[src/rtl/step_ctrl.sv]
// step_ctrl: debounced single-step / free-run clock-enable front end for the core.
// Define STEP_CTRL_HALT_EN to compile in the PC-limit comparator and the HALT state.
module step_ctrl #(
  parameter int DEBOUNCE_CYCLES = 4,
  parameter int CNT_W           = 32,
  parameter int PC_W            = 32
) (
  input  logic             clk,
  input  logic             rst,
  input  logic             clk_step,
  input  logic             clk_select,
  input  logic [PC_W-1:0]  pc_i,
  input  logic [PC_W-1:0]  halt_pc_i,
  output logic             cpu_en,
  output logic             step_ack,
  output logic             halted,
  output logic [CNT_W-1:0] cycle_count
);

  localparam int DB_W = (DEBOUNCE_CYCLES > 1) ? $clog2(DEBOUNCE_CYCLES) : 1;
  localparam logic [DB_W-1:0] DB_LAST = DB_W'(DEBOUNCE_CYCLES - 1);
  localparam logic [DB_W-1:0] DB_ONE  = DB_W'(1);

  typedef enum logic [2:0] {
    ST_RUN      = 3'd0,
    ST_IDLE     = 3'd1,
    ST_STEP     = 3'd2,
    ST_WAIT_REL = 3'd3
`ifdef STEP_CTRL_HALT_EN
    , ST_HALT   = 3'd4
`endif
  } state_t;

  function automatic logic [CNT_W-1:0] sat_inc(input logic [CNT_W-1:0] value);
    logic [CNT_W-1:0] result;
    if (&value) begin
      result = value;
    end else begin
      result = value + {{(CNT_W-1){1'b0}}, 1'b1};
    end
    return result;
  endfunction

  logic             step_meta_r;
  logic             step_sync_r;
  logic             sel_meta_r;
  logic             sel_sync_r;
  logic [DB_W-1:0]  db_cnt_r;
  logic [DB_W-1:0]  db_cnt_nxt_s;
  logic             db_lvl_r;
  logic             db_lvl_nxt_s;
  logic             db_lvl_d_r;
  logic             press_s;
  state_t           state_r;
  state_t           mode_nxt_s;
  state_t           state_nxt_s;
  logic             en_nxt_s;
  logic             ack_nxt_s;
  logic             cpu_en_r;
  logic             step_ack_r;
  logic [CNT_W-1:0] cnt_r;

  // Two-flop synchronizers for the asynchronous button and mode switch.
  always_ff @(posedge clk or negedge rst) begin
    if (!rst) begin
      step_meta_r <= 1'b0;
      step_sync_r <= 1'b0;
      sel_meta_r  <= 1'b0;
      sel_sync_r  <= 1'b0;
    end else begin
      step_meta_r <= clk_step;
      step_sync_r <= step_meta_r;
      sel_meta_r  <= clk_select;
      sel_sync_r  <= sel_meta_r;
    end
  end

  // Debounce: count consecutive samples that disagree with the stable level.
  always_comb begin
    db_cnt_nxt_s = {DB_W{1'b0}};
    db_lvl_nxt_s = db_lvl_r;
    if (step_sync_r != db_lvl_r) begin
      if (db_cnt_r == DB_LAST) begin
        db_lvl_nxt_s = step_sync_r;
        db_cnt_nxt_s = {DB_W{1'b0}};
      end else begin
        db_lvl_nxt_s = db_lvl_r;
        db_cnt_nxt_s = db_cnt_r + DB_ONE;
      end
    end else begin
      db_lvl_nxt_s = db_lvl_r;
      db_cnt_nxt_s = {DB_W{1'b0}};
    end
  end

  // Debouncer state plus a delayed copy of the level for press-edge detection.
  always_ff @(posedge clk or negedge rst) begin
    if (!rst) begin
      db_cnt_r   <= {DB_W{1'b0}};
      db_lvl_r   <= 1'b0;
      db_lvl_d_r <= 1'b0;
    end else begin
      db_cnt_r   <= db_cnt_nxt_s;
      db_lvl_r   <= db_lvl_nxt_s;
      db_lvl_d_r <= db_lvl_r;
    end
  end

  assign press_s = db_lvl_r & ~db_lvl_d_r;

  // Mode transitions; free-run wins over a coincident press while idle.
  always_comb begin
    mode_nxt_s = state_r;
    case (state_r)
      ST_IDLE: begin
        if (!sel_sync_r) begin
          mode_nxt_s = ST_RUN;
        end else if (press_s) begin
          mode_nxt_s = ST_STEP;
        end else begin
          mode_nxt_s = ST_IDLE;
        end
      end
      ST_RUN: begin
        if (sel_sync_r) begin
          mode_nxt_s = ST_IDLE;
        end else begin
          mode_nxt_s = ST_RUN;
        end
      end
      ST_STEP: mode_nxt_s = ST_WAIT_REL;
      ST_WAIT_REL: begin
        if (!db_lvl_r) begin
          mode_nxt_s = ST_IDLE;
        end else begin
          mode_nxt_s = ST_WAIT_REL;
        end
      end
`ifdef STEP_CTRL_HALT_EN
      ST_HALT: mode_nxt_s = ST_HALT;
`endif
      default: mode_nxt_s = ST_IDLE;
    endcase
  end

`ifdef STEP_CTRL_HALT_EN
  logic halt_hit_s;
  logic halted_r;

  assign halt_hit_s = (halt_pc_i != {PC_W{1'b0}}) && (pc_i >= halt_pc_i);

  // The PC limit overrides every other transition, including a pending press.
  always_comb begin
    state_nxt_s = mode_nxt_s;
    if (halt_hit_s) begin
      state_nxt_s = ST_HALT;
    end else begin
      state_nxt_s = mode_nxt_s;
    end
  end

  // Sticky halt flag, cleared only by reset.
  always_ff @(posedge clk or negedge rst) begin
    if (!rst) begin
      halted_r <= 1'b0;
    end else begin
      halted_r <= (state_nxt_s == ST_HALT);
    end
  end

  assign halted = halted_r;
`else
  logic unused_pc_s;

  assign unused_pc_s = ^{pc_i, halt_pc_i};

  // Without the halt option the mode logic alone decides the next state.
  always_comb begin
    state_nxt_s = mode_nxt_s;
  end

  assign halted = 1'b0;
`endif

  // Outputs are decoded from the next state so they line up with it once registered.
  always_comb begin
    en_nxt_s  = 1'b0;
    ack_nxt_s = 1'b0;
    case (state_nxt_s)
      ST_RUN: begin
        en_nxt_s  = 1'b1;
        ack_nxt_s = 1'b0;
      end
      ST_STEP: begin
        en_nxt_s  = 1'b1;
        ack_nxt_s = 1'b1;
      end
      default: begin
        en_nxt_s  = 1'b0;
        ack_nxt_s = 1'b0;
      end
    endcase
  end

  // State register, registered enables and the saturating enabled-cycle counter.
  always_ff @(posedge clk or negedge rst) begin
    if (!rst) begin
      state_r    <= ST_IDLE;
      cpu_en_r   <= 1'b0;
      step_ack_r <= 1'b0;
      cnt_r      <= {CNT_W{1'b0}};
    end else begin
      state_r    <= state_nxt_s;
      cpu_en_r   <= en_nxt_s;
      step_ack_r <= ack_nxt_s;
      if (cpu_en_r) begin
        cnt_r <= sat_inc(cnt_r);
      end else begin
        cnt_r <= cnt_r;
      end
    end
  end

  assign cpu_en      = cpu_en_r;
  assign step_ack    = step_ack_r;
  assign cycle_count = cnt_r;

endmodule

[config.mk]
export PLATFORM = sky130hd
export DESIGN_NAME = step_ctrl
export DESIGN_NICKNAME = d
export VERILOG_FILES = /design/src/rtl/step_ctrl.sv
export SDC_FILE = /design/constraint.sdc
export NUM_CORES = 1
export LEC_CHECK = 0
export ABC_AREA = 0
export CAP_MARGIN = 10
export CORE_MARGIN = 2
export CORE_UTILIZATION = 43
export CTS_CLUSTER_DIAMETER = 60
export CTS_CLUSTER_SIZE = 8
export DETAILED_ROUTE_END_ITERATION = 16
export PLACE_DENSITY = 0.86
export REMOVE_ABC_BUFFERS = 1
export SETUP_SLACK_MARGIN = 0.5
export SLEW_MARGIN = 20
export SYNTH_ARGS = -nofsm -noshare
export SYNTH_HDL_FRONTEND = slang
export SYNTH_SLANG_ARGS = --single-unit
export TNS_END_PERCENT = 50
[constraint.sdc]
create_clock -name clk -period 5.8 [get_ports clk]
set_clock_uncertainty 0.15 [all_clocks]
set_input_delay 1.16 -clock clk [delete_from_list [all_inputs] [get_ports clk]]
set_output_delay 1.16 -clock clk [all_outputs]
set_load 0.03 [all_outputs]
==> results.txt, run 1 <==
post-layout util -> 56.5%
Ys Warns -> 0
final wirelength -> 4.16 mm
post-DP HPWL -> 2.95 mm
maximum VDD drop -> 0.194 mV
Worst Setup End Kind -> primary output
synthesized instance count -> 178
status -> finished clean
CP max stage delay -> 0.72 ns
FP Rows -> 24
Starting Density -> 45.3%
total grt overflow -> 0
WHS -> 0.200 ns
vias in the first global route -> 1,446
routed vias/inst -> 5.45
FF-to-FF path depth -> 5
sequential share of power -> 51.2%
final routed DRC violation total -> 0
crit path DAT -> 1.48 ns
clock root cell -> clkbuf_8
final worst slack -> 3.01 ns
initial antenna violation count -> 0
hold buffers post-CTS -> 0
total of max-cap violations -> 0
number of flops mapped to enable cells by yosys -> 0
share of the synthesized area in the top cell type -> 53.4%
switching power -> 265 uW
detailed-route wire length per cell -> 15.3 um
switch share -> 33.3%
Synth Register Bits -> 44
WHS Path Cells -> 0
num ports -> 103
Final ANT Viol Nets -> 0
via count -> 1,483
ys async rst share -> 100%
worst r2r dst -> cycle_count[1]$_DFFE_PN0P_
Final min period -> 2.79 ns
Total GRT Usage -> 16.8%
sequential fraction of the synthesis area -> 54.7%
setup total negative slack -> 0 ns
Hold Crit Endpoint -> step_sync_r$_DFF_PN0_
cell leakage power -> 1.09 nW
Post-synth top cells -> dfrtp_1, xnor2_1, nand3_1, xor2_1
DRT Pass-1 Iters -> 4
Worst slew margin -> 36.4%
critical path type -> flop to primary output
ant diodes -> 0
worst-path fanout max -> 7
Top FF cell, synth -> dfrtp_1
total setup buffers inserted after CTS -> 0
worst-skew pair later-pin latency -> 0.30 ns
worst hold path class -> flop to flop
clock power share -> 22.3%
Post-layout nets -> 290
CTS tree -> done
GPL Wtd Cong -> 0.879
CTS resizes -> 0
top cell type by total area after synthesis -> dfrtp_1
clock-pin slew on the worst setup and hold paths -> 0.07 ns
Synth area leaders -> dfrtp_1, xnor2_1, xor2_1
Crit path required time -> 4.49 ns
post-route total power -> 798 uW
reg-to-reg startpoint -> cycle_count[4]$_DFFE_PN0P_
DP Worst Slack -> 3.31 ns
combinational power share -> 26.5%
min-delay src -> step_meta_r$_DFF_PN0_
Mapped Area -> 2010 um^2
Fin. Hold Viols -> 0
CP delay by family, top -> buffers and inverters
CORE AREA -> 4440 um^2
Die ar. -> 5250 um^2
Max Root-Sink Buffers -> 2
Power Density -> 318 nW/um^2
H-tree levels -> 2
R2R setup slack -> 3.38 ns
Max stage delay cell, worst path -> clkdlybuf4s50_1
worst slew pin tran -> 0.954 ns
Final Slew Violations -> 0
unrepaired setup endpoints after global routing -> false
Distinct cells, synth -> 37
WP buf/inv -> 1
Int Pwr -> 533 uW
I/O Buffers -> 37
Clock Sinks -> 44
area added between synthesis and finish -> 24.7%
pin count of the biggest net entering global routing -> 45
Final period util -> 48.2%
1st-iter DRT viols -> 114
count leader, synth -> dfrtp_1
count of final setup violators -> 0
clock buffer count from CTS -> 5
share of cells above drive strength 1 -> 7.73%
Cell Chain, Critical Path -> clkdlybuf4s50_1
CP startpoint kind -> flop
fmax -> 0.358 GHz
Die Span X -> 72.4 um
first-pass GRT wire length -> 6.65 mm
mean post-synth cell area -> 11.3 um^2
Die Y -> 72.4 um
==> sequential cells by signal (all words and copies together), names as in the netlist <==
| name | cells |
|---|---|
| db_lvl_r | 1 |
| step_ack | 1 |
| sel_sync_r | 1 |
| step_meta_r | 1 |
| db_lvl_d_r | 1 |
| db_cnt_r | 2 |
| cpu_en | 1 |
| sel_meta_r | 1 |
| state_r | 2 |
| step_sync_r | 1 |
| cycle_count | 32 |
==> cells in the final DEF, fill, tap and decap left out, drive strengths merged, types with 5 or more instances in the layout <==
cell / n
nor3: 13
and4: 6
xnor2: 16
nor2: 10
clkbuf: 6
nand3: 14
dfrtp: 43
and3: 5
xor2: 14
clkdlybuf4s50: 36
nand4: 8
nand2: 12
==> layer usage <==
metal,track usage [%],share of wire [%],vias to the layer above
met5,0,0,-
met4,9.05,2.5,0
met3,4.58,6.0,10
met2,26.7,47,52
met1,20.7,44,712
li1,-,-,709
==> worst max path at each step <==
stage | slack (ns) | start | to | cells after the start
floorplan | 3.34 | cycle_count[4]$_DFFE_PN0P_ | cycle_count[1]$_DFFE_PN0P_ | 5
global placement | 3.33 | cycle_count[8]$_DFFE_PN0P_ | cycle_count[8] | 1
detailed placement | 3.31 | cycle_count[11]$_DFFE_PN0P_ | cycle_count[11] | 1
CTS | 2.98 | cycle_count[11]$_DFFE_PN0P_ | cycle_count[11] | 1
global route | 2.95 | cycle_count[10]$_DFFE_PN0P_ | cycle_count[10] | 1
finish | 3.01 | cycle_count[11]$_DFFE_PN0P_ | cycle_count[11] | 1
==> worst reg2reg max path, stage by stage, from the launching register on <==
cell and delay (ns):
dfrtp_1 0.46, and4_4 0.29, nand4_4 0.12, or3_4 0.45, o41ai_2 0.48, mux2_1 0.36
==> layout make-up <==
cell class	count	area, um^2
clock buffer	6	72.6
clock inverter	1	5.00
fill	386	1930
inverter	3	11.3
multi-input combinational	129	890
sequential	44	1100
tap	52	65.1
timing repair buffer	37	365
==> cells by family after synthesis <==
logic type                 Yosys count  share of synthesized area [%]
AOI/OAI and AO/OA                    9                           3.66
DFF                                 44                           54.7
and+or+nand+nor                     85                           24.9
xor gates and xnor gates            30                           13.0
muxes                                2                           1.12
buffers and inverters                5                           1.12
other                                1                          0.186
adders and majority gates            2                           1.24
==> power groups by stage <==
stage / Sequential (mW) / Combinational (mW) / Clock [mW]
finish: 0.408 / 0.212 / 0.178
global route: 0.415 / 0.227 / 0.194
CTS: 0.409 / 0.216 / 0.184
detailed placement: 0.415 / 0.214 / 0
global placement: 0.412 / 0.204 / 0
floorplan: 0.458 / 0.0762 / 0
==> through the flow <==
step,cells,cell area (um^2)
6_report,272,2510
5_1_grt,272,2510
4_1_cts,272,2510
3_5_place_dp,265,2430
3_3_place_gp,265,2430
2_1_floorplan,176,2000
Note: power is estimated with default switching activity, not from simulation.
==> run 2: changes to the inputs <==
CORE_UTILIZATION = 40   (was 43)
PLACE_DENSITY = 0.81   (was 0.86)
clock period = 2.9 ns   (was 5.8 ns; I/O delays follow)
==> results.txt, run 2 (synthesized netlist as in run 1, its figures left out) <==
Die Y -> 75.0 um (+3.5%)
commonest non-fill, non-tap cell in the layout -> dfrtp_1
via count -> 1,493 (+0.67%)
CP max stage delay -> 0.46 ns (-0.26 ns)
crit path DAT -> 2.37 ns (+0.89 ns)
Power Density -> 624 nW/um^2 (+96%)
FF-to-FF path depth -> 5 (unchanged)
reg-to-reg startpoint -> cycle_count[5]$_DFFE_PN0P_
Int Pwr -> 1.08 mW (+100%)
Final period util -> 80.8%
Max stage delay cell, worst path -> or3_4
DRT Pass-1 Iters -> 4 (unchanged)
total of max-cap violations -> 0 (unchanged)
ant diodes -> 0 (unchanged)
setup total negative slack -> 0 ns (unchanged)
switch share -> 33.3% (+0.034 points)
share of cells above drive strength 1 -> 10.3% (+2.6 points)
final worst slack -> 0.558 ns (-2.45 ns)
switching power -> 537 uW (+100%)
Crit path required time -> 2.93 ns (-1.56 ns)
Largest register FFs -> 32 (unchanged)
CTS tree -> done
Fin. Hold Viols -> 0 (unchanged)
R2R setup slack -> 0.56 ns (-2.82 ns)
clock-pin slew on the worst setup and hold paths -> 0.08 ns (about the same)
unrepaired setup endpoints after global routing -> true
WHS Path Cells -> 0 (unchanged)
Final Slew Violations -> 0 (unchanged)
most frequent cells in the layout -> dfrtp_1, clkdlybuf4s50_1, xnor2_1
1st-iter DRT viols -> 65 (-43%)
hold buffers post-CTS -> 0 (unchanged)
worst hold path class -> flop to flop
Post-layout nets -> 292 (+0.69%)
final wirelength -> 3.95 mm (-5.1%)
Starting Density -> 42.1% (-3.2 points)
worst-skew pair later-pin latency -> 0.30 ns (about the same)
detailed-route wire length per cell -> 13.6 um (-11%)
I/O Buffers -> 37 (unchanged)
CORE AREA -> 4790 um^2 (+7.7%)
total grt overflow -> 0 (unchanged)
combinational power share -> 26.2% (-0.3 points)
DP Worst Slack -> 0.483 ns (-2.83 ns)
num ports -> 103 (unchanged)
clock buffer count from CTS -> 5 (unchanged)
clock power share -> 22.8% (+0.5 points)
Final ANT Viol Nets -> 0 (unchanged)
Total GRT Usage -> 16.3% (-0.42 points)
sequential share of power -> 51.0% (-0.2 points)
count of final setup violators -> 0 (unchanged)
area added between synthesis and finish -> 28.3%
clock root cell -> clkbuf_8
worst slew pin tran -> 0.940 ns (-0.0141 ns)
Final min period -> 2.34 ns
Cell Chain, Critical Path -> and4_4 -> nand4_4 -> or3_4 -> o41ai_4 -> mux2_1
Worst slew margin -> 37.4% (+0.94 points)
post-layout util -> 54.0% (-2.5 points)
total setup buffers inserted after CTS -> 0 (unchanged)
Clock Sinks -> 44 (unchanged)
min-delay src -> sel_meta_r$_DFF_PN0_
cell leakage power -> 1.12 nW (+2.9%)
placed cells -> 282 (+6.4%)
Max Root-Sink Buffers -> 2 (unchanged)
fmax -> 0.427 GHz
final routed DRC violation total -> 0 (unchanged)
initial antenna violation count -> 0 (unchanged)
pin count of the biggest net entering global routing -> 45 (unchanged)
GPL Wtd Cong -> 0.880 (about the same)
first-pass GRT wire length -> 6.90 mm (+3.7%)
routed vias/inst -> 5.15 (-5.6%)
H-tree levels -> 2 (unchanged)
post-DP HPWL -> 2.93 mm (-0.66%)
Layout Cells excl Fill -> 290 (+6.6%)
Worst Setup End Kind -> flop
critical path type -> flop to flop
CP startpoint kind -> flop
Die Span X -> 75.0 um (+3.5%)
FP Rows -> 25 (+4.2%)
vias in the first global route -> 1,528 (+5.7%)
worst-path fanout max -> 6 (-1)
maximum VDD drop -> 0.550 mV (+180%)
Hold Crit Endpoint -> sel_sync_r$_DFF_PN0_
worst r2r dst -> cycle_count[1]$_DFFE_PN0P_
Die ar. -> 5620 um^2 (+7.1%)
status -> finished clean
==> run 2: per-stage QoR <==
step | cell area (um^2) | total power [mW] | hold WS (ns)
6_report | 2580 | 1.61 | 0.208
3_5_place_dp | 2470 | 1.25 | 0.193
5_1_grt | 2580 | 1.71 | 0.226
2_1_floorplan | 2000 | 1.07 | 0.134
4_1_cts | 2570 | 1.63 | 0.212
3_3_place_gp | 2470 | 1.23 | 0.184
==> run 2: routing by layer <==
layer | global-route usage (%) | vias up | part of all wire, % | wire [um]
li1 | - | 722 | - | -
met1 | 20.4 | 733 | 44 | 1740
met2 | 26.6 | 33 | 49 | 1950
met3 | 5.22 | 5 | 5.1 | 203
met4 | 5.95 | 0 | 1.2 | 49
met5 | 0 | - | 0 | 0
==> run 2: area by class of cell <==
| class | count | area [um^2] |
|---|---|---|
| clock buffer | 5 | 68.8 |
| timing repair buffer | 39 | 380 |
| clock inverter | 3 | 18.8 |
| fill | 439 | 2200 |
| tap | 67 | 83.8 |
| inverter | 3 | 11.3 |
| multi-input combinational | 129 | 917 |
| sequential | 44 | 1100 |
==> run 2: power groups by stage <==
stage / logic (mW) / clock network (mW) / registers (mW)
after floorplan: 0.152 / 0 / 0.916
after global placement: 0.410 / 0 / 0.822
after detailed placement: 0.422 / 0 / 0.832
after CTS: 0.430 / 0.381 / 0.822
after global routing: 0.462 / 0.411 / 0.841
final: 0.423 / 0.367 / 0.822
==> run 2: timing repair <==
action,CTS,global route
pin swaps,0,1
gates resized for setup,1,4
setup endpoints to repair,2,12
==> run 2: worst max-delay path by stage <==
stage,from,slack [ns],end,cells past startpoint
after detailed placement,cycle_count[4]$_DFFE_PN0P_,0.48,cycle_count[1]$_DFFE_PN0P_,5
final,cycle_count[5]$_DFFE_PN0P_,0.56,cycle_count[1]$_DFFE_PN0P_,5
after CTS,cycle_count[4]$_DFFE_PN0P_,0.48,cycle_count[21]$_DFFE_PN0P_,6
after global placement,cycle_count[4]$_DFFE_PN0P_,0.53,cycle_count[1]$_DFFE_PN0P_,5
after global routing,cycle_count[5]$_DFFE_PN0P_,0.49,cycle_count[1]$_DFFE_PN0P_,5
after floorplan,cycle_count[4]$_DFFE_PN0P_,0.44,cycle_count[1]$_DFFE_PN0P_,5
==> run 2: worst max-delay path: cells and delay by family, from the launching register on <==
family	cells	cell delay (ns)
AOI/OAI and AO/OA	1	0.42
muxes	1	0.36
DFF	1	0.44
and+or+nand+nor	3	0.87
